--- config.mk ---
export PLATFORM = sky130hd
export DESIGN_NAME = bru_notif_arbiter
export DESIGN_NICKNAME = d
export VERILOG_FILES = /design/src/rtl/bru_notif_arbiter.sv
export SDC_FILE = /design/constraint.sdc
export NUM_CORES = 1
export LEC_CHECK = 0
export ABC_AREA = 0
export CAP_MARGIN = 30
export CORE_ASPECT_RATIO = 0.9
export CORE_MARGIN = 2
export CORE_UTILIZATION = 45
export DETAILED_ROUTE_END_ITERATION = 10
export GPL_TIMING_DRIVEN = 1
export HOLD_SLACK_MARGIN = 0.03
export PLACE_DENSITY = 0.69
export SETUP_SLACK_MARGIN = 0.1
export SLEW_MARGIN = 20
export SYNTH_ARGS = -nofsm -noshare
export SYNTH_HDL_FRONTEND = slang
export SYNTH_SLANG_ARGS = --single-unit
--- constraint.sdc ---
create_clock -name CLK -period 6.5 [get_ports CLK]
set_input_delay 1.3 -clock CLK [delete_from_list [all_inputs] [get_ports CLK]]
set_output_delay 1.3 -clock CLK [all_outputs]
set_load 0.005 [all_outputs]
--- src/rtl/bru_notif_arbiter.sv ---
// rtl/bru_notif_arbiter.sv - per-pipeline 2-entry FIFOs arbitrated onto the single ROB branch-notification port
module bru_notif_arbiter #(
  parameter int N_REQ               = 2,
  parameter int LOG_ROB_ENTRIES     = 7,
  parameter int BTB_PRED_INFO_WIDTH = 8
) (
  input  logic                                                CLK,
  input  logic                                                RST,
  input  logic [N_REQ-1:0]                                    req_valid,
  input  logic [N_REQ-1:0][LOG_ROB_ENTRIES-1:0]               req_ROB_index,
  input  logic [N_REQ-1:0]                                    req_is_mispredict,
  input  logic [N_REQ-1:0]                                    req_is_taken,
  input  logic [N_REQ-1:0]                                    req_is_out_of_range,
  input  logic [N_REQ-1:0][BTB_PRED_INFO_WIDTH-1:0]           req_updated_pred_info,
  input  logic [N_REQ-1:0][31:0]                              req_start_PC,
  input  logic [N_REQ-1:0][31:0]                              req_target_PC,
  output logic [N_REQ-1:0]                                    req_ready,
  output logic                                                notif_valid,
  output logic [LOG_ROB_ENTRIES-1:0]                          notif_ROB_index,
  output logic                                                notif_is_mispredict,
  output logic                                                notif_is_taken,
  output logic                                                notif_is_out_of_range,
  output logic [BTB_PRED_INFO_WIDTH-1:0]                      notif_updated_pred_info,
  output logic [31:0]                                         notif_start_PC,
  output logic [31:0]                                         notif_target_PC,
  input  logic                                                notif_ready,
  output logic [$clog2(N_REQ)-1:0]                            notif_src
);

  localparam int SRC_W  = $clog2(N_REQ);
  localparam int PW     = LOG_ROB_ENTRIES + 3 + BTB_PRED_INFO_WIDTH + 64;
  // payload layout {rob, mp, taken, oor, pred, start, target}
  localparam int MP_BIT = BTB_PRED_INFO_WIDTH + 66;

  logic [PW-1:0]    req_payload [N_REQ];
  logic [PW-1:0]    fifo_mem    [N_REQ][2];
  logic [PW-1:0]    head        [N_REQ];
  logic [1:0]       count       [N_REQ];
  logic [N_REQ-1:0] wr_ptr, rd_ptr;
  logic [N_REQ-1:0] push, pop, cand, head_mp;
  logic [SRC_W-1:0] rr_ptr, grant_idx, rr_next;
  logic             grant_valid, load;
  logic [PW-1:0]    notif_q;

  always_comb begin
    for (int i = 0; i < N_REQ; i++) begin
      req_payload[i] = {req_ROB_index[i], req_is_mispredict[i], req_is_taken[i],
                        req_is_out_of_range[i], req_updated_pred_info[i],
                        req_start_PC[i], req_target_PC[i]};
      head[i]        = fifo_mem[i][rd_ptr[i]];
      cand[i]        = (count[i] != 2'd0);
      head_mp[i]     = head[i][MP_BIT];
      req_ready[i]   = (count[i] != 2'd2);
      push[i]        = req_valid[i] & req_ready[i];
    end
  end

  // Two scans from rr_ptr: mispredict heads first, then any head.
  always_comb begin
    logic [SRC_W:0]   sum;
    logic [SRC_W-1:0] idx;
    grant_valid = 1'b0;
    grant_idx   = '0;
    sum         = '0;
    idx         = '0;
    for (int pass = 0; pass < 2; pass++) begin
      for (int k = 0; k < N_REQ; k++) begin
        sum = {1'b0, rr_ptr} + (SRC_W+1)'(k);
        if (sum >= (SRC_W+1)'(N_REQ)) sum = sum - (SRC_W+1)'(N_REQ);
        idx = sum[SRC_W-1:0];
        if (!grant_valid && cand[idx] && (pass == 1 || head_mp[idx])) begin
          grant_valid = 1'b1;
          grant_idx   = idx;
        end
      end
    end
  end

  assign load    = ~notif_valid | notif_ready;
  assign rr_next = (grant_idx == SRC_W'(N_REQ-1)) ? '0 : grant_idx + SRC_W'(1);

  always_comb begin
    for (int i = 0; i < N_REQ; i++)
      pop[i] = load & grant_valid & (grant_idx == SRC_W'(i));
  end

  always_ff @(posedge CLK) begin
    for (int i = 0; i < N_REQ; i++)
      if (push[i]) fifo_mem[i][wr_ptr[i]] <= req_payload[i];
  end

  always_ff @(posedge CLK or posedge RST) begin
    if (RST) begin
      for (int i = 0; i < N_REQ; i++) count[i] <= 2'd0;
      wr_ptr      <= '0;
      rd_ptr      <= '0;
      rr_ptr      <= '0;
      notif_valid <= 1'b0;
      notif_q     <= '0;
      notif_src   <= '0;
    end else begin
      for (int i = 0; i < N_REQ; i++) begin
        if (push[i]) wr_ptr[i] <= ~wr_ptr[i];
        if (pop[i])  rd_ptr[i] <= ~rd_ptr[i];
        count[i] <= count[i] + {1'b0, push[i]} - {1'b0, pop[i]};
      end
      if (load) begin
        if (grant_valid) begin
          notif_valid <= 1'b1;
          notif_q     <= head[grant_idx];
          notif_src   <= grant_idx;
          rr_ptr      <= rr_next;
        end else begin
          notif_valid <= 1'b0;
        end
      end
    end
  end

  assign {notif_ROB_index, notif_is_mispredict, notif_is_taken, notif_is_out_of_range,
          notif_updated_pred_info, notif_start_PC, notif_target_PC} = notif_q;

endmodule

==> impl.org, run 1 <==
** Pwr
- Combinational fraction of design power :: 29.7%
- Of the total power, the clock network draws 25.5%.
- Summed over all cells, the static leakage comes to 7.42 nW.
- Power share of the sequential group :: 44.7%
- Max rail drop VDD :: 0.220 mV
- Power spread over the standard cell area amounts to 465 nW/µm².
- Cell internal power was estimated by the tool at 6.56 mW.
- The analysis attributes to net switching a power of 2.88 mW.
- Switch share :: 30.5%

** Logic synthesis
- Synthesis produced a netlist with a net count of 1009.
- The cell area that synthesis handed to floorplanning was 15800 µm².
- Yosys reg bits :: 421
- Summing the sequential cell areas from Yosys gives 77.1% of the chip area.
- Gate count after technology mapping :: 836
- After synthesis, the mean cell area works out to 18.9 µm².
- During synthesis, Yosys emitted a total of 0 warnings.
- The netlist uses 29 different library cells.

** Clock network
- Clock latency on the worst-skew pair :: 0.53 ns
- Number of buffers inserted by post-CTS setup repair :: 0
- Hold-fix buffers at CTS :: 0
- Clk Tree Root Cell :: sky130_fd_sc_hd__clkbuf_16
- Num CTS Buffers :: 44
- Sink Count :: 421
- Gates resized, CTS repair :: 0
- After clock tree synthesis, the clock-pin slew on the worst setup and hold paths is 0.06 ns.
- Number of H-tree levels :: 2
- TritonCTS built the clock tree.
- The clock passes through at most 3 buffers.

** Timing
- Max-Slew Margin vs Limit :: 36.4%
- Maximum frequency from static timing analysis :: 291 MHz
- Measured slew at the worst slew-check pin :: 0.954 ns
- Summed over all failing endpoints, the final setup total negative slack is 0 ns.
- Final setup violating endpoints :: 0
- Setup repair after global routing left no endpoint under its margin.
- Period Utilization, post-route :: 52.9%
- The final number of max-transition violations is 0.
- Between clock sinks in the finished design, the worst skew comes to 0.0150 ns.
- Post-route worst hold slack :: 0.485 ns
- Count of endpoints failing hold in the final timing report :: 0
- Minimum clock period :: 3.44 ns

** Floorplan
- In this run the standard cell core region covers 34800 µm².
- The die covers 36600 µm².
- Chip width :: 201 µm
- Once the floorplan was initialized, standard cells occupied 45.4% of the core.
- Vertical die dimension :: 182 µm
- Placement Rows :: 65
- Count of pins on the block boundary :: 255

** Routing
- Residual antenna-violating net count after detailed routing :: 0
- In this run, the number of DRC markers left after iteration 0 of detailed routing was 514.
- The final layout contains routed wiring with a total length of 35100 µm.
- In the routed layout, each cell is associated on average with a via count of 5.26.
- The first TritonRoute pass finished after 5 iterations.
- Count of vias placed by the detailed router :: 8484
- For this run, design rule violations remaining after detail routing come to 0.
- Drt wl/cell :: 21.8 µm

** Setup path
- Highest net fanout along the worst path :: 46
- Top delay family on crit path :: flip-flops
- In this design, the stage delay of the slowest critical-path cell is 1.03 ns.
- STA classifies the critical path startpoint as a register.
- Worst-path cell chain :: mux2_4 -> maj3_2 -> o21ai_4 -> buf_4 -> o221ai_1
- Classification of the worst setup path :: register to register
- Setup crit end kind :: register
- Critical path's slowest cell :: sky130_fd_sc_hd__dfrtp_4
- Together, buffers and inverters on the worst path number 1.
- Endpoint required time on the critical path :: 6.86 ns
- Worst EP arrival :: 3.80 ns

** Placed design
- Estimated wirelength of the detail-placed design :: 22200 µm
- In this run the tool buffered the top-level ports with 254 buffer cells.
- Routability-driven placement finished with a final weighted congestion of 0.748.

** Job
- Max-cap violations :: 0

** Layout
- Of the cells placed in the final design, the portion with a size suffix greater than 1 is 13.3%.
- Leading cell type in the layout, fill and taps excluded :: sky130_fd_sc_hd__edfxtp_1
- The final layout contains 1279 nets.
- Filler Cell Count :: 2653
- Area added between synthesis and finish :: 28.6%
- In the layout the commonest cells are sky130_fd_sc_hd__edfxtp_1, sky130_fd_sc_hd__clkdlybuf4s50_1, sky130_fd_sc_hd__mux2i_1, sky130_fd_sc_hd__dfrtp_1, sky130_fd_sc_hd__nand2_1.

** GRT
- Largest net degree at the start of global routing :: 60
- Number of antenna violations at the first check in global routing :: 5
- The number of global-route vias before repair came to 8536.
- Global-route wire length before repair :: 52800 µm
- Summed over all layers, the global routing overflow is 0.
- Global routing used 19.1% of the available tracks.

** Min path
- Worst hold-check path type :: register to register

** Status
- Status :: finished, final reports clean
[flip-flops by register name, summed over array words and instances (netlist names)]
register	count
notif_q	82
wr_ptr	2
rd_ptr	2
fifo_mem	328
rr_ptr	1
notif_src	1
count	4
notif_valid	1
[path summary, 6_finish.rpt]
check	from	endpoint	slack, ns	cells past startpoint
min reg2reg	notif_q[49]$_DFFE_PP0N_	notif_q[49]$_DFFE_PP0N_	0.49	2
max reg2reg	rd_ptr[1]$_DFFE_PP0P_	notif_q[52]$_DFFE_PP0N_	3.06	5
min in group asynchronous	RST	notif_q[28]$_DFFE_PP0N_	1.25	2
max	rd_ptr[1]$_DFFE_PP0P_	notif_q[52]$_DFFE_PP0N_	3.06	5
min	notif_q[49]$_DFFE_PP0N_	notif_q[49]$_DFFE_PP0N_	0.49	2
max in group asynchronous	RST	rd_ptr[1]$_DFFE_PP0P_	4.00	3
[per-stage QoR]
step           worst slack, ns  utilization, %  total power, mW  cell area (µm²)  std cells
2_1_floorplan             1.16               -             5.91            15800        836
3_3_place_gp              2.85            54.1             7.03            18800       1526
3_5_place_dp              2.85            54.2             7.12            18900       1528
4_1_cts                   3.02            58.2             9.55            20300       1609
5_1_grt                   2.86            58.3             9.92            20300       1611
6_report                  3.06            58.3             9.44            20300       1613
[per-layer routing]
layer | vias to the layer above | GRT usage [%] | routed length (µm)
li1 | 3845 | - | -
met1 | 4295 | 27.2 | 15400
met2 | 296 | 30.2 | 16700
met3 | 44 | 4.36 | 2430
met4 | 4 | 4.21 | 548
met5 | - | 0 | 22
[cell type report]
type	instances	area, µm²	share of cell area (%)
flip-flops and latches	421	12200	60.0
multi-input cells	363	3370	16.6
repair buffers	269	2720	13.4
clock buffers	61	1220	5.99
well taps	469	587	2.89
clock inverters	20	184	0.906
inverters	7	28.8	0.142
diodes	3	7.51	0.0370
[logic make-up (layout without fill, tap and decap cells)]
group / after synthesis / count (layout) / share of synthesized area (%)
AND/OR/NAND/NOR: 95 / 95 / 2.36
flip-flops: 421 / 421 / 77.1
adder cells (fa/ha/maj): 6 / 6 / 0.460
AO/OA/AOI/OAI: 88 / 88 / 7.20
XOR/XNOR: 8 / 8 / 0.444
multiplexers: 166 / 166 / 10.6
other: 0 / 3 / 0
buffers and inverters: 52 / 357 / 1.85
[worst register-to-register path, cell delays in order (launching register included)]
cell	delay (ns)
sky130_fd_sc_hd__dfrtp_4	1.03
sky130_fd_sc_hd__mux2_4	0.37
sky130_fd_sc_hd__maj3_2	0.33
sky130_fd_sc_hd__o21ai_4	0.60
sky130_fd_sc_hd__buf_4	0.68
sky130_fd_sc_hd__o221ai_1	0.26
[power groups by stage]
stage               logic (mW)  clock network [mW]  registers (mW)
floorplan                 1.81                   0            4.11
global placement          2.76                   0            4.27
detailed placement        2.85                   0            4.28
CTS                       2.85                2.46            4.24
global route              3.04                2.57            4.30
finish                    2.81                2.41            4.22
[cells in the mapped netlist, drive strengths merged]
cell type  count  area, µm²
nand2b         2       12.5
a21o           1       7.51
clkbuf        11       41.3
dfrtp         93       2330
nor2           6       22.5
buf           34        224
edfxtp       328       9850
mux2           2       26.3
nand3b         1       7.51
mux2i        164       1640
xnor2          8       70.1
nor2b          1       6.26
o221ai        81       1080
o311a          1       10.0
a221o          1       10.0
ha             4       50.1
nand2         83        312
o21ai          2       13.8
a21oi          2       10.0
inv            7       26.3
and3           2       12.5
maj3           2       22.5
(Power assumes the default switching activity.)
==> run 2: changes to the inputs <==
clock period = 3.5 ns   (was 6.5 ns; I/O delays follow)
==> impl.org, run 2 (synthesis results as in run 1) <==
** Status
- Status :: finished, final reports clean

** Floorplan
- Placement Rows :: 65
- The die covers 36600 µm².
- The region available for standard cell placement spans 34800 µm².
- The floorplan step set the die width to 201 µm.
- Vertical die dimension :: 182 µm
- For this configuration, the core starts out at a cell density of 45.4%.
- 255 I/O pins were placed.

** Routing
- The first TritonRoute pass finished after 5 iterations.
- In this run the remaining antenna-violating nets after routing total 0.
- Count of unresolved DRC violations after routing :: 0
- The detailed router finished its first iteration with 411 violations.
- After detailed routing, the number of vias per cell comes to 5.26.
- Dividing the detail-routed wire length by the instance count gives 21.8 µm.
- The final route contains 8505 vias.
- The final layout contains routed wiring with a total length of 35300 µm.

** Timing
- RSZ-0062 raised after global routing :: no
- At the pin with the least slew margin, the transition time is 0.937 ns.
- Post-route worst hold slack :: 0.487 ns
- Max-slew violation count :: 0
- Max-Slew Margin vs Limit :: 37.5%
- For the final routed database, the setup TNS stands at 0 ns.
- Minimum clock period :: 2.53 ns
- Maximum frequency from static timing analysis :: 395 MHz
- Worst clock skew :: 0.0135 ns
- Final setup violating endpoints :: 0
- Period Utilization, post-route :: 72.4%
- The final number of hold-violating endpoints is 0.
- Least setup slack across all paths after layout :: 0.967 ns

** Setup path
- FF-to-FF End :: notif_q[14]$_DFFE_PP0N_
- For the worst flop-to-flop path, the logic depth is 4.
- On the critical path the largest part of the delay comes from buffers and inverters.
- Number of buffer and inverter stages on the critical path :: 2
- Most used cell, CP :: sky130_fd_sc_hd__buf_4
- Classification of the worst setup path :: register to register
- The startpoint identified for the worst register-to-register timing path is rd_ptr[0]$_DFFE_PP0P_.
- Worst-path cell chain :: buf_4 -> buf_4 -> mux2i_1 -> o221ai_2
- Setup slack on the worst reg-to-reg path comes out at 0.97 ns.
- Data on the critical path arrives at its endpoint at 2.92 ns.
- Stages on the worst setup path :: 4
- Endpoint required time on the critical path :: 3.89 ns
- Setup crit end kind :: register
- Maximum cell stage delay along the critical path :: 0.77 ns
- Critical path's slowest cell :: sky130_fd_sc_hd__buf_4
- Critical path launch point type :: register
- Highest net fanout along the worst path :: 45

** Clock network
- Buffers inserted to repair hold after CTS numbered 0.
- The H-tree was split into 2 levels.
- The clock drives 421 sinks.
- Longest Clk Path Bufs :: 3
- Clock tree synthesis selected as its root buffer the cell sky130_fd_sc_hd__clkbuf_16.
- TritonCTS clock tree :: done
- Number of buffers inserted by post-CTS setup repair :: 0
- Num CTS Buffers :: 44
- For the worst-skew pair, the clock arrives at the later sink with an insertion delay of 0.54 ns.
- Clock-pin slew was measured on the worst setup and hold paths at 0.06 ns.
- The number of gates resized after CTS was 0.

** GRT
- Largest net degree at the start of global routing :: 83
- Global-route wire length before repair :: 54100 µm
- All-Layer GR Usage :: 19.5%
- Number of antenna violations at the first check in global routing :: 3
- Global route overflow :: 0
- The number of global-route vias before repair came to 9015.

** Placed design
- Before CTS, the worst setup slack after placement is 0.861 ns.
- Input and output buffers added on the ports amount to 254.
- After detailed placement, the total cell area comes to 18900 µm².
- Estimated wirelength of the detail-placed design :: 20900 µm
- Weighted congestion at the end of routability-driven global placement :: 0.713
- The number of placed instances, taps included, is 1535.

** Layout
- In the layout the commonest cells are sky130_fd_sc_hd__edfxtp_1, sky130_fd_sc_hd__clkdlybuf4s50_1, sky130_fd_sc_hd__mux2i_1, sky130_fd_sc_hd__dfrtp_1, sky130_fd_sc_hd__nand2_1.
- Post-Route Utilization :: 58.6%
- Post-route cell area :: 20400 µm²
- Area added between synthesis and finish :: 29.1%
- Leaving out fill and tap cells, the most frequent cell in the layout is sky130_fd_sc_hd__edfxtp_1.
- The register with the most flip-flops in the layout has 328 of them.
- Once layout is complete, the cells apart from fillers number 1618.
- Net count, final :: 1285
- Filler Cell Count :: 2676
- Cells with a size suffix above 1 make up 14.2% of the layout.
- Footprint of the flip-flops and latches :: 12200 µm²
- In the final layout, the multi-input gates occupy 3370 µm².

** Pwr
- Ratio of total power to cell area :: 868 nW/µm²
- Max rail drop VDD :: 0.507 mV
- Leakage power :: 7.47 nW
- Total power of the final layout :: 17.7 mW

** Min path
- Endpoint of the worst hold path :: notif_q[29]$_DFFE_PP0N_
- The startpoint identified for the worst hold timing path is notif_q[29]$_DFFE_PP0N_.
- Min-Delay Path Depth :: 2
- Worst hold-check path type :: register to register

** Job
- Max-cap violations :: 0
==> run 2: power breakdown <==
part	total, mW	switching [mW]	internal [mW]
registers	7.58	0.583	7.00
logic	5.53	2.97	2.56
clock network	4.58	1.83	2.76
total	17.7	5.38	12.3
==> run 2: area by class of cell <==
type / instances / share of cell area [%]
clock inverter: 21 / 1.01
inverter: 7 / 0.141
timing repair buffer: 275 / 13.6
tap: 469 / 2.88
antenna: 3 / 0.0368
clock buffer: 59 / 6.03
sequential: 421 / 59.8
multi-input combinational: 363 / 16.5
==> run 2: worst max-delay path by stage <==
stage / end / slack (ns) / start
after floorplan: fifo_mem[0][100]$_DFFE_PP_ / 0.14 / req_valid[0]
after global placement: notif_q[51]$_DFFE_PP0N_ / 0.91 / notif_ready
after detailed placement: notif_q[5]$_DFFE_PP0N_ / 0.86 / notif_ready
after CTS: notif_q[25]$_DFFE_PP0N_ / 0.93 / rd_ptr[0]$_DFFE_PP0P_
after global routing: notif_q[25]$_DFFE_PP0N_ / 0.83 / rd_ptr[0]$_DFFE_PP0P_
final: notif_q[14]$_DFFE_PP0N_ / 0.97 / rd_ptr[0]$_DFFE_PP0P_
==> run 2: routing by layer <==
metal  vias up  GRT usage, %  wire [µm]
met3        55          4.16       1940
met1      4330          25.7      15200
met4         2          5.65        745
li1       3859             -          -
met2       259          33.0      17400
met5         -             0         13
==> run 2: worst min-delay path, cell delays in order, from the launching register on <==
cell,delay [ns]
sky130_fd_sc_hd__dfrtp_1,0.34
sky130_fd_sc_hd__nand2_1,0.06
sky130_fd_sc_hd__o221ai_2,0.05
==> run 3: changes to the inputs <==
PLACE_DENSITY = 0.72   (was 0.69)
clock period = 2.2 ns   (was 3.5 ns; I/O delays follow)
==> impl.org, run 3 (synthesis results as in run 1) <==
** Routing
- The final route contains 8672 vias.
- For this block, the routed nets add up to 37500 µm of wire.
- Drt wl/cell :: 22.8 µm
- Count of unresolved DRC violations after routing :: 0
- Detailed Route Iter0 Violations :: 447
- For this run, the detailed router's first-pass iteration total came to 5.
- Using the TritonRoute via totals, the vias-per-cell ratio works out to 5.28.
- Residual antenna-violating net count after detailed routing :: 0

** Layout
- Leading cell types in the layout, fill and taps excluded :: sky130_fd_sc_hd__edfxtp_1, sky130_fd_sc_hd__clkdlybuf4s50_1, sky130_fd_sc_hd__mux2i_1, sky130_fd_sc_hd__dfrtp_1, sky130_fd_sc_hd__nand2_1
- The register with the most flip-flops in the layout has 328 of them.
- Post-route cell area :: 20900 µm²
- Share of post-route cells with drive strength above 1 :: 17.0%
- Leaving out fill and tap cells, the most frequent cell in the layout is sky130_fd_sc_hd__edfxtp_1.
- Net count, final :: 1309
- Area added between synthesis and finish :: 32.7%
- Filler Cell Count :: 2600

** Timing
- Between clock sinks in the finished design, the worst skew comes to 0.0145 ns.
- Across all hold checks on the routed design, the worst slack comes to 0.366 ns.
- Minimum clock period :: 2.14 ns
- Maximum frequency from static timing analysis :: 468 MHz
- Max-Slew Margin vs Limit :: 52.5%
- After layout, the worst path uses 97.2% of the clock period.
- The final number of max-transition violations came to 0.
- Final setup violating endpoints :: 0
- RSZ-0062 raised after global routing :: yes
- Measured slew at the worst slew-check pin :: 0.712 ns
- The final number of hold-violating endpoints is 0.

** Placed design
- Port buffering added 254 buffers.
- After legalization and detailed placement, the total HPWL measured 21600 µm.
- Instance area after placement :: 19200 µm²
- Weighted congestion at the end of routability-driven global placement :: 0.744

** GRT
- Global-route wire length before repair :: 54800 µm
- All-Layer GR Usage :: 19.8%
- Largest net degree at the start of global routing :: 50
- Number of antenna violations at the first check in global routing :: 4
- Via count of the first global-routing pass :: 9130
- Global routing finished with a remaining overflow of 0.

** Clock network
- Number of H-tree levels :: 2
- Sink Count :: 421
- TritonCTS clock tree :: done
- Clock-pin slew reported for the worst setup and hold paths after clock tree synthesis :: 0.06 ns
- For the worst-skew pair, the clock arrives at the later sink with an insertion delay of 0.54 ns.
- The longest clock path from root to sink contains 3 buffers.
- Clk Tree Root Cell :: sky130_fd_sc_hd__clkbuf_16
- Clock tree synthesis inserted a total of 44 buffers.
- Hold-fix buffers at CTS :: 0

** Setup path
- Traced cell by cell, the critical path runs through mux2_4 -> maj3_2 -> o21ai_4 -> inv_2 -> ha_4 -> inv_2 -> ha_4 -> xnor2_2 -> xnor2_1.
- The largest individual stage delay along the critical path comes from the cell sky130_fd_sc_hd__dfrtp_4.
- Worst EP arrival :: 2.57 ns
- Endpoint required time on the critical path :: 2.63 ns
- Top delay family on crit path :: adder cells
- The largest single stage delay on the critical path is 0.48 ns.
- Classification of the worst setup path :: register to register
- Critical path launch point type :: register
- The worst setup path is captured at a register.
- Together, buffers and inverters on the worst path number 2.
- In this run the worst path has a maximum fanout of 2.

** Floorplan
- The floorplan has 65 rows.
- The die is 182 µm tall.
- Overall die area :: 36600 µm²
- The die is 201 µm wide.
- Area of the core region :: 34800 µm²
- Pin placement for this block handled 255 I/O pins.
- The initial utilization of the core area, before any placement, comes to 45.4%.

** Pwr
- For this design the static power due to leakage is 7.72 nW.
- Internal power comes to 20.4 mW.
- Total power for the finished layout comes to 29.4 mW.
- Ratio of total power to cell area :: 1410 nW/µm²
- Switching power :: 9.07 mW
- Net switching is 30.8% of the power.
- IR analysis of the VDD net gives a maximum drop of 0.857 mV.
- Combinational fraction of design power :: 34.6%
- Power share of the sequential group :: 40.7%
- The clock network accounts for 24.7% of the total power.

** Job
- Max-cap violations :: 0

** Min path
- The worst hold path belongs to the class input port to async pin.

** Status
- The flow ran to the end, and the final reports show no timing, DRC or antenna violations.
[run 3: worst paths after layout]
kind                                              start  slack, ns  cells after the start                          to
worst max register to register    rd_ptr[1]$_DFFE_PP0P_       0.06                      9          count[1]$_DFF_PP0_
worst min-delay path                                RST       0.37                      3     notif_q[50]$_DFFE_PP0N_
max in group asynchronous                           RST       1.53                      3     notif_q[17]$_DFFE_PP0N_
min in group CLK                       req_start_PC[56]       0.48                      1  fifo_mem[0][220]$_DFFE_PP_
worst max-delay path              rd_ptr[1]$_DFFE_PP0P_       0.06                      9          count[1]$_DFF_PP0_
worst min register to register  notif_q[52]$_DFFE_PP0N_       0.49                      2     notif_q[52]$_DFFE_PP0N_
[run 3: area by class of cell]
class / instances / area, µm² / area share (%)
clock inverters: 18 / 179 / 0.854
diodes: 1 / 2.50 / 0.0119
multi-input cells: 363 / 3450 / 16.5
well taps: 469 / 587 / 2.80
flip-flops and latches: 421 / 12200 / 58.2
clock buffers: 64 / 1260 / 6.00
repair buffers: 299 / 3260 / 15.5
inverters: 7 / 30.0 / 0.143
[run 3: what timing repair did]
action,in CTS,in global routing
cloned,0,6
pin swaps,10,9
endpoints found under the hold margin,0,0
resized for setup,13,7
buffers inserted,5,0
endpoints found under the setup margin,4,72
[run 3: metal layers]
layer	wire length (µm)	share of wire [%]	track usage (%)	vias up
met2	18200	49	32.2	285
met5	37	0.099	0	-
li1	-	-	-	3900
met3	2540	6.8	4.76	59
met1	15800	42	26.7	4422
met4	862	2.3	6.21	6
[run 3: through the flow]
step	setup WS (ns)	std cells	setup TNS (ns)	utilization [%]
2_1_floorplan	-0.0825	836	-12.30	-
3_3_place_gp	-0.0734	1546	-0.133	55.0
3_5_place_dp	-0.101	1547	-0.179	55.1
4_1_cts	0.0175	1634	0	59.6
5_1_grt	0.00341	1642	0	60.2
6_report	0.0621	1642	0	60.2
[run 3: power groups by stage]
stage	logic, mW	clock network, mW	registers [mW]
6_report	10.2	7.27	12.0
5_1_grt	10.9	7.74	12.2
4_1_cts	9.81	7.41	12.0
3_5_place_dp	9.55	0	12.1
3_3_place_gp	9.32	0	12.1
2_1_floorplan	5.39	0	12.0
[run 3: tightest hold or removal path, delay by kind of cell]
kind                   cells  cell delay, ns
buffers and inverters      3            0.84
==> RTL edit (config.mk and constraints of run 1) <==
Add an input register stage for `req_target_PC`, with the module's reset; this delays it by one clock. The other inputs are not delayed to match.
--- a/src/rtl/bru_notif_arbiter.sv
+++ b/src/rtl/bru_notif_arbiter.sv
@@ -33,4 +33,14 @@
   localparam int MP_BIT = BTB_PRED_INFO_WIDTH + 66;
 
+  logic [N_REQ-1:0][31:0] req_target_PC_q;
+
+  always_ff @(posedge CLK or posedge RST) begin
+    if (RST) begin
+      req_target_PC_q <= '0;
+    end else begin
+      req_target_PC_q <= req_target_PC;
+    end
+  end
+
   logic [PW-1:0]    req_payload [N_REQ];
   logic [PW-1:0]    fifo_mem    [N_REQ][2];
@@ -47,5 +57,5 @@
       req_payload[i] = {req_ROB_index[i], req_is_mispredict[i], req_is_taken[i],
                         req_is_out_of_range[i], req_updated_pred_info[i],
-                        req_start_PC[i], req_target_PC[i]};
+                        req_start_PC[i], req_target_PC_q[i]};
       head[i]        = fifo_mem[i][rd_ptr[i]];
       cand[i]        = (count[i] != 2'd0);
Check against the original RTL: not equivalent (a bounded check fails within 4 cycles, from zero or initial values and one cycle with RST high).
==> RTL edit against run 1 <==
- total power is 9.1% higher
- synthesized area is 10% higher
- design area is 8.8% higher
- cell count is 5.8% higher
- clock power is 11% higher
- non-clock buffer count is 2 higher
- sequential cell count is 64 higher
- worst setup slack better by 0.28 ns
- routed wire length is 11% higher
- sequential share of layout area is 2.4 points higher
==> RTL edit: results (changes against run 1) <==
* Insertion delay of the later-clocked pin in the worst-skew pair: 0.57 ns (+0.04 ns)
* Routed vias: 9520 (+12%)
- In this run the critical register-to-register path is launched from rd_ptr[0].
- Detailed-routed wire length on met3: 2.70 mm (+11%)
- Largest cells by area after synthesis: sky130_fd_sc_hd__edfxtp_1 57%, sky130_fd_sc_hd__dfrtp_1 23%, sky130_fd_sc_hd__mux2i_1 9.4%
* Count of cell types in the netlist: 28 (-3.4%)
* Post-detailed-placement cell area: 20600 sq um (+9.0%)
* Xor and xnor fraction of the mapped netlist area: 0.403% (-0.041 points)
- Number of global-route vias before repair: 10100 (+18%)
* Start point of the worst hold path: req_payload[86]
- The met2 track demand over resource came to 31.7% (+1.5 points).
- The total combinational power was 0.00299 W (+6%).
- Endpoint of the most critical setup path: notif_q[13]
- CP startpoint: notif_ready
- Placed Cells incl. Taps: 1618 (+5.9%)
* Met3 global-route usage: 5.32% (+0.96 points)
- The largest net degree at the start of global routing is 61 (+1.7%).
- Reg2Reg Setup Slack: 3.69 ns (+0.63 ns)
- The count of filler cells inserted in the layout was 2811 (+6.0%).
- The post-synthesis async set-or-reset flop share came to 32.4% (+10 points).
- Routability congestion estimate from global placement: 0.730 (-2.4%)
* CP Max Fanout: 56 (+22%)
* Met1 layer usage reported by global route: 26.7% (-0.56 points)
* Worst r2r dst: notif_q[81]
- Run status: completed
* Post-route met1 wirelength: 17.0 mm (+10%)
- The post-placement worst setup slack was 2.83 ns (-0.0153 ns).
- The fraction of final layout cells sized beyond drive strength 1 came to 8.57% (-4.8 points).
- Share of synthesized area spent on multiplexers: 9.47% (-1.1 points)
- By count the netlist is led by 328 x sky130_fd_sc_hd__edfxtp_1, 163 x sky130_fd_sc_hd__mux2i_1, 157 x sky130_fd_sc_hd__dfrtp_1, 81 x sky130_fd_sc_hd__a2bb2oi_1, 81 x sky130_fd_sc_hd__o221ai_1.
* Max-slew headroom at the worst pin: 34.2% (-2.1 points)
* First-pass GRT wire length: 59.3 mm (+12%)
* DRC violation total after the first TritonRoute iteration: 693 (+35%)
- Largest clock skew in the final design: 0.0302 ns (+0.0151 ns)
- The fraction of the mapped netlist area in compound gates is 8.43% (+1.2 points).
[RTL edit: area by class of cell]
type                    instances  area (sq um)  area share (%)
diodes                          2          5.00          0.0227
clock buffers                  65          1340            6.08
clock inverters                21           179           0.810
repair buffers                271          2720            12.3
multi-input cells             366          3410            15.4
inverters                       6          27.5           0.125
well taps                     490           613            2.78
flip-flops and latches        485         13800            62.4
[RTL edit: worst min path at each step]
stage	endpoint	slack, ns	cells past startpoint
after floorplan	fifo_mem[0][0]	0.42	0
after global placement	fifo_mem[0][16]	0.42	0
after detailed placement	fifo_mem[0][252]	0.43	0
after CTS	fifo_mem[0][4]	0.43	0
after global routing	fifo_mem[0][4]	0.44	0
final	fifo_mem[0][4]	0.43	0
[RTL edit: cell families after synthesis]
kind of cell,count (synthesis)
fa+ha+maj,5
mux,164
simple gates,20
buf+inv,59
compound gates,169
xor+xnor,8
flops,485
